File: src/rtl/mouse_event_ctl.sv
// Mouse event controller: clamps the cursor, debounces the left button, classifies click/drag gestures.
// Optional drag detection is enabled by defining MOUSE_DRAG_EN; without it every gesture is a CLICK.
module mouse_event_ctl #(
    parameter logic [11:0] H_MAX        = 12'd799,
    parameter logic [11:0] V_MAX        = 12'd599,
`ifdef MOUSE_DRAG_EN
    parameter int unsigned DRAG_THRESH  = 32'd4,
`endif
    parameter int unsigned DEBOUNCE_CYC = 32'd16
) (
    input  logic        clk,
    input  logic        rst,
    input  logic [11:0] xpos_in,
    input  logic [11:0] ypos_in,
    input  logic        left_in,
    output logic [11:0] xpos,
    output logic [11:0] ypos,
    output logic        evt_valid,
    input  logic        evt_ready,
    output logic [1:0]  evt_type,
    output logic [11:0] evt_x,
    output logic [11:0] evt_y,
    output logic        drag_active,
    output logic        evt_drop
);

    localparam int unsigned CNT_W = $clog2(DEBOUNCE_CYC);
    localparam logic [1:0] EVT_CLICK = 2'b00;
`ifdef MOUSE_DRAG_EN
    localparam logic [1:0] EVT_DRAG_START = 2'b01;
    localparam logic [1:0] EVT_DRAG_END   = 2'b10;
`endif

    typedef enum logic [1:0] {
        S_IDLE    = 2'd0,
        S_PRESSED = 2'd1,
        S_DRAG    = 2'd2
    } state_t;

    state_t             state_r;
    state_t             state_s;
    logic               left_s;
    logic               btn_db_r;
    logic [CNT_W-1:0]   cnt_r;
    logic [11:0]        px_r;
    logic [11:0]        py_r;
    logic               latch_s;
    logic               emit_s;
    logic [1:0]         emit_type_s;
    logic [11:0]        emit_x_s;
    logic [11:0]        emit_y_s;

    // Clamp the cursor to the visible area.
    always_ff @(posedge clk) begin
        if (!rst) begin
            xpos <= 12'd0;
            ypos <= 12'd0;
        end else begin
            xpos <= (xpos_in > H_MAX) ? H_MAX : xpos_in;
            ypos <= (ypos_in > V_MAX) ? V_MAX : ypos_in;
        end
    end

    // Button debounce: accept a new level only after it has been stable long enough.
    always_ff @(posedge clk) begin
        if (!rst) begin
            left_s   <= 1'b0;
            btn_db_r <= 1'b0;
            cnt_r    <= {CNT_W{1'b0}};
        end else begin
            left_s <= left_in;
            if (left_s != btn_db_r) begin
                if (cnt_r == CNT_W'(DEBOUNCE_CYC - 32'd1)) begin
                    btn_db_r <= left_s;
                    cnt_r    <= {CNT_W{1'b0}};
                end else begin
                    cnt_r <= cnt_r + CNT_W'(1);
                end
            end else begin
                cnt_r <= {CNT_W{1'b0}};
            end
        end
    end

`ifdef MOUSE_DRAG_EN
    logic [12:0] dx_s;
    logic [12:0] dy_s;
    logic        moved_s;

    // Displacement of the clamped cursor from the press point.
    always_comb begin
        dx_s = (xpos >= px_r) ? ({1'b0, xpos} - {1'b0, px_r}) : ({1'b0, px_r} - {1'b0, xpos});
        dy_s = (ypos >= py_r) ? ({1'b0, ypos} - {1'b0, py_r}) : ({1'b0, py_r} - {1'b0, ypos});
        moved_s = (dx_s > 13'(DRAG_THRESH)) || (dy_s > 13'(DRAG_THRESH));
    end
`endif

    // Gesture FSM next-state and event generation; release takes priority over movement.
    always_comb begin
        state_s     = state_r;
        latch_s     = 1'b0;
        emit_s      = 1'b0;
        emit_type_s = EVT_CLICK;
        emit_x_s    = px_r;
        emit_y_s    = py_r;
        case (state_r)
            S_IDLE: begin
                if (btn_db_r) begin
                    latch_s = 1'b1;
                    state_s = S_PRESSED;
                end else begin
                    state_s = S_IDLE;
                end
            end
            S_PRESSED: begin
                if (!btn_db_r) begin
                    emit_s  = 1'b1;
                    state_s = S_IDLE;
                end
`ifdef MOUSE_DRAG_EN
                else if (moved_s) begin
                    emit_s      = 1'b1;
                    emit_type_s = EVT_DRAG_START;
                    state_s     = S_DRAG;
                end
`endif
                else begin
                    state_s = S_PRESSED;
                end
            end
`ifdef MOUSE_DRAG_EN
            S_DRAG: begin
                if (!btn_db_r) begin
                    emit_s      = 1'b1;
                    emit_type_s = EVT_DRAG_END;
                    emit_x_s    = xpos;
                    emit_y_s    = ypos;
                    state_s     = S_IDLE;
                end else begin
                    state_s = S_DRAG;
                end
            end
`endif
            default: begin
                state_s = S_IDLE;
            end
        endcase
    end

    // FSM state and press-point registers.
    always_ff @(posedge clk) begin
        if (!rst) begin
            state_r <= S_IDLE;
            px_r    <= 12'd0;
            py_r    <= 12'd0;
        end else begin
            state_r <= state_s;
            if (latch_s) begin
                px_r <= xpos;
                py_r <= ypos;
            end
        end
    end

`ifdef MOUSE_DRAG_EN
    // drag_active tracks the DRAG state so it moves in step with the DRAG_START/DRAG_END events.
    always_ff @(posedge clk) begin
        if (!rst) begin
            drag_active <= 1'b0;
        end else begin
            drag_active <= (state_s == S_DRAG);
        end
    end
`else
    assign drag_active = 1'b0;
`endif

    // One-deep event register; a new event arriving while the held one is stalled is dropped.
    always_ff @(posedge clk) begin
        if (!rst) begin
            evt_valid <= 1'b0;
            evt_type  <= 2'b00;
            evt_x     <= 12'd0;
            evt_y     <= 12'd0;
            evt_drop  <= 1'b0;
        end else if (emit_s) begin
            if (!evt_valid || evt_ready) begin
                evt_valid <= 1'b1;
                evt_type  <= emit_type_s;
                evt_x     <= emit_x_s;
                evt_y     <= emit_y_s;
                evt_drop  <= 1'b0;
            end else begin
                evt_drop <= 1'b1;
            end
        end else begin
            evt_drop <= 1'b0;
            if (evt_valid && evt_ready) begin
                evt_valid <= 1'b0;
            end else begin
                evt_valid <= evt_valid;
            end
        end
    end

endmodule

File: config.mk
export PLATFORM = sky130hd
export DESIGN_NAME = mouse_event_ctl
export DESIGN_NICKNAME = d
export VERILOG_FILES = /design/src/rtl/mouse_event_ctl.sv
export SDC_FILE = /design/constraint.sdc
export NUM_CORES = 1
export LEC_CHECK = 0
export CAP_MARGIN = 20
export CELL_PAD_IN_SITES_DETAIL_PLACEMENT = 0
export CELL_PAD_IN_SITES_GLOBAL_PLACEMENT = 1
export CORE_MARGIN = 2
export CORE_UTILIZATION = 46
export DETAILED_ROUTE_END_ITERATION = 12
export DONT_BUFFER_PORTS = 1
export PLACE_DENSITY_LB_ADDON = 0.1
export SYNTH_ARGS = -nofsm -noshare
export SYNTH_HDL_FRONTEND = slang
export SYNTH_SLANG_ARGS = --single-unit
File: constraint.sdc
create_clock -name clk -period 1.3 [get_ports clk]
set_clock_uncertainty 0.05 [all_clocks]
set_input_delay 0.195 -clock clk [delete_from_list [all_inputs] [get_ports clk]]
set_output_delay 0.195 -clock clk [all_outputs]
set_load 0.03 [all_outputs]
==> results.yml <==
outcome:
  status: "finished clean"
placed_design:
  placed_area_mm2: 0.00327
  place_congestion: 0.757
  dp_hpwl_mm: 4.04
  port_buffers: 0
routing:
  routed-via-count: 2322
  wire_per_inst_um: 14.0
  dr.pass1.iters: 4
  drcViolationCount: 0
  routed_wl_mm: 6.48
  viasPerCell: 5.02
  ant_nets: 0
  drt_iter0_markers: 114
synthesis:
  syn_inst: 323
  ys_warn_count: 0
  yosysSeqAreaShare: 0.545
  syn_avg_cell_area_um2: 9.22
  synth_area_mm2: 0.00298
  synth_seq_cells: 81
  ys_types: 30
worst_setup_path:
  start_kind: "primary input"
  required_ps: 1490
  worstSetupEndpointType: "flop"
  worstPathMaxFanout: 2
  crit_type: "in2reg"
  critPathArrivalTime_ps: 1420
run:
  drv_cap: 0
pwr:
  p_leak_nw: 1.49
  ir_drop_uv: 1060
  p_per_area_mw_per_mm2: 1360
finish:
  fin_nets: 410
  layout-drive-gt1-share: 0.163
  n_antenna_cell: 0
  area_growth_pct: 28.8
  stdcell_area_mm2: 0.00383
  n_fill_cell: 600
  layout_commonest_cell: "dfxtp_1"
  layout_common_cells: "dfxtp_1 (80), nand2_1 (53), a21boi_1 (39)"
clock_tree:
  insertion_delay_ps: 360
  clock_path_buffers: 2
  cts_root_buf: "clkbuf_8"
  postCtsSetupBuffers: 0
  path_clk_slew_ps: 80
  cts.htree.levels: 3
  cts-buffers-inserted: 9
  cts.sinks: 81
  cts_tree: "yes"
global_routing:
  grt_max_degree: 64
  antenna_found_initial: 0
  grt_pass1_wl_mm: 10.3
  track_usage: 0.183
  grt.overflow.total: 0
  grt_pass1_vias: 2092
timing:
  finalCritPeriodShare: 0.953
  slew_violations: 0
  min_period_ps: 1240
  setup-tns-final_ps: 0
  fin_hold_ws_ps: 11.1
  max_slew_margin: 0.607
  rsz0062_at_grt: "no"
  max_freq_mhz: 807
  hold_violations: 0
  worstMarginPinSlew_ps: 584
  setup_viol: 0
floorplanning:
  core_mm2: 0.00631
  num_rows: 29
  io_pins: 81
  fp.dieW_um: 84.4
  initial_core_util: 0.471
  die_h_um: 84.4
  fp.dieArea_mm2: 0.00713
min_path:
  min_path_type: "in2reg"
## Yosys cell counts
cell	n	area [um^2]
ha_1	1	12.5
xor2_1	3	26.3
a21oi_1	4	20.0
nor2b_4	1	13.8
and2_1	6	37.5
a21o_1	1	7.51
o21ai_0	31	155
mux2i_1	1	10.0
nor3_1	2	10.0
o31a_1	2	17.5
inv_1	1	3.75
nand2_1	53	199
a21boi_0	10	75.1
buf_2	10	50.1
nor2b_1	3	18.8
clkbuf_1	7	26.3
or4_4	1	11.3
buf_6	2	22.5
nor2_1	12	45.0
o21a_1	6	45.0
nand3_1	28	140
buf_1	2	7.51
buf_4	6	45.0
or3_1	1	6.26
conb_1	1	3.75
and3_1	5	31.3
a21boi_1	39	293
nand2b_2	1	8.76
dfxtp_1	81	1620
nand2b_1	2	12.5
## what timing repair did
| action | CTS | global route |
|---|---|---|
| gates resized for setup | 0 | 2 |
| hold endpoints to repair | 77 | 2 |
| hold buffers | 26 | 3 |
| setup endpoints to repair | 0 | 30 |
## final cells by class
type                            instances  area (um^2)  share of cell area
Clock inverter                          7          143              0.0372
Sequential cell                        81         1620               0.423
Tap cell                               77         96.3              0.0251
Clock buffer                            9          124              0.0323
Inverter                                1         3.75            0.000979
Timing Repair Buffer                   67          606               0.158
Multi-Input combinational cell        221         1240               0.323
## worst max-delay path, cell delays in order
cell and delay (ps):
dlygate4sd3_1 530, o21ai_0 80, nor2_1 60, dlygate4sd3_1 560
## layer usage
layer,GRT usage,part of all wire,vias to the layer above
li1,-,-,1204
met1,0.271,0.50,1051
met2,0.245,0.43,56
met3,0.0629,0.054,11
met4,0.0693,0.015,0
met5,0,0,-
## cells by family (layout without fill, tap and decap cells)
| group | after synthesis | in the layout | share of synthesized area |
|---|---|---|---|
| compound gates | 93 | 93 | 0.206 |
| xor+xnor | 3 | 3 | 0.00883 |
| fa+ha+maj | 1 | 1 | 0.00420 |
| buf+inv | 28 | 84 | 0.0521 |
| flops | 81 | 81 | 0.545 |
| mux | 1 | 1 | 0.00336 |
| other cells | 1 | 7 | 0.00126 |
| simple gates | 115 | 116 | 0.179 |
## where the power goes
part | leakage (nW) | switching, mW | internal, mW
combinational | 0.698 | 0.122 | 0.131
clock | 0.133 | 0.920 | 1.47
sequential | 0.660 | 0.0644 | 2.52
total | 1.49 | 1.11 | 4.12
## worst paths after layout
kind	start	end	slack [ps]	cells past startpoint
max	ypos_in[3]	ypos[3]$_SDFF_PP0_	60	4
min reg2reg	emit_y_s[9]$_SDFFE_PN0P_	emit_y_s[9]$_SDFFE_PN0P_	410	2
min	ypos_in[2]	ypos[2]$_SDFF_PN0_	10	2
max reg2reg	evt_valid$_SDFFE_PN0P_	evt_x[2]$_SDFFE_PN0P_	90	3
## stage by stage
stage               setup slack (ps)  power, mW  utilization  instances
floorplan                       90.2       2.78            -        329
global placement                67.8       2.80        0.518        419
detailed placement              54.2       2.80        0.518        419
CTS                             19.4       5.27        0.603        461
global route                    2.62       5.40        0.607        463
finish                          61.1       5.23        0.607        463
## flip-flops by register name, indices dropped and copies added, names as in the netlist
name       count
ypos          12
evt_valid      1
evt_x         12
btn_db_r       1
xpos          12
evt_drop       1
left_s         1
state_r        1
evt_y         12
emit_y_s      12
emit_x_s      12
cnt_r          4
(Power assumes the default switching activity.)
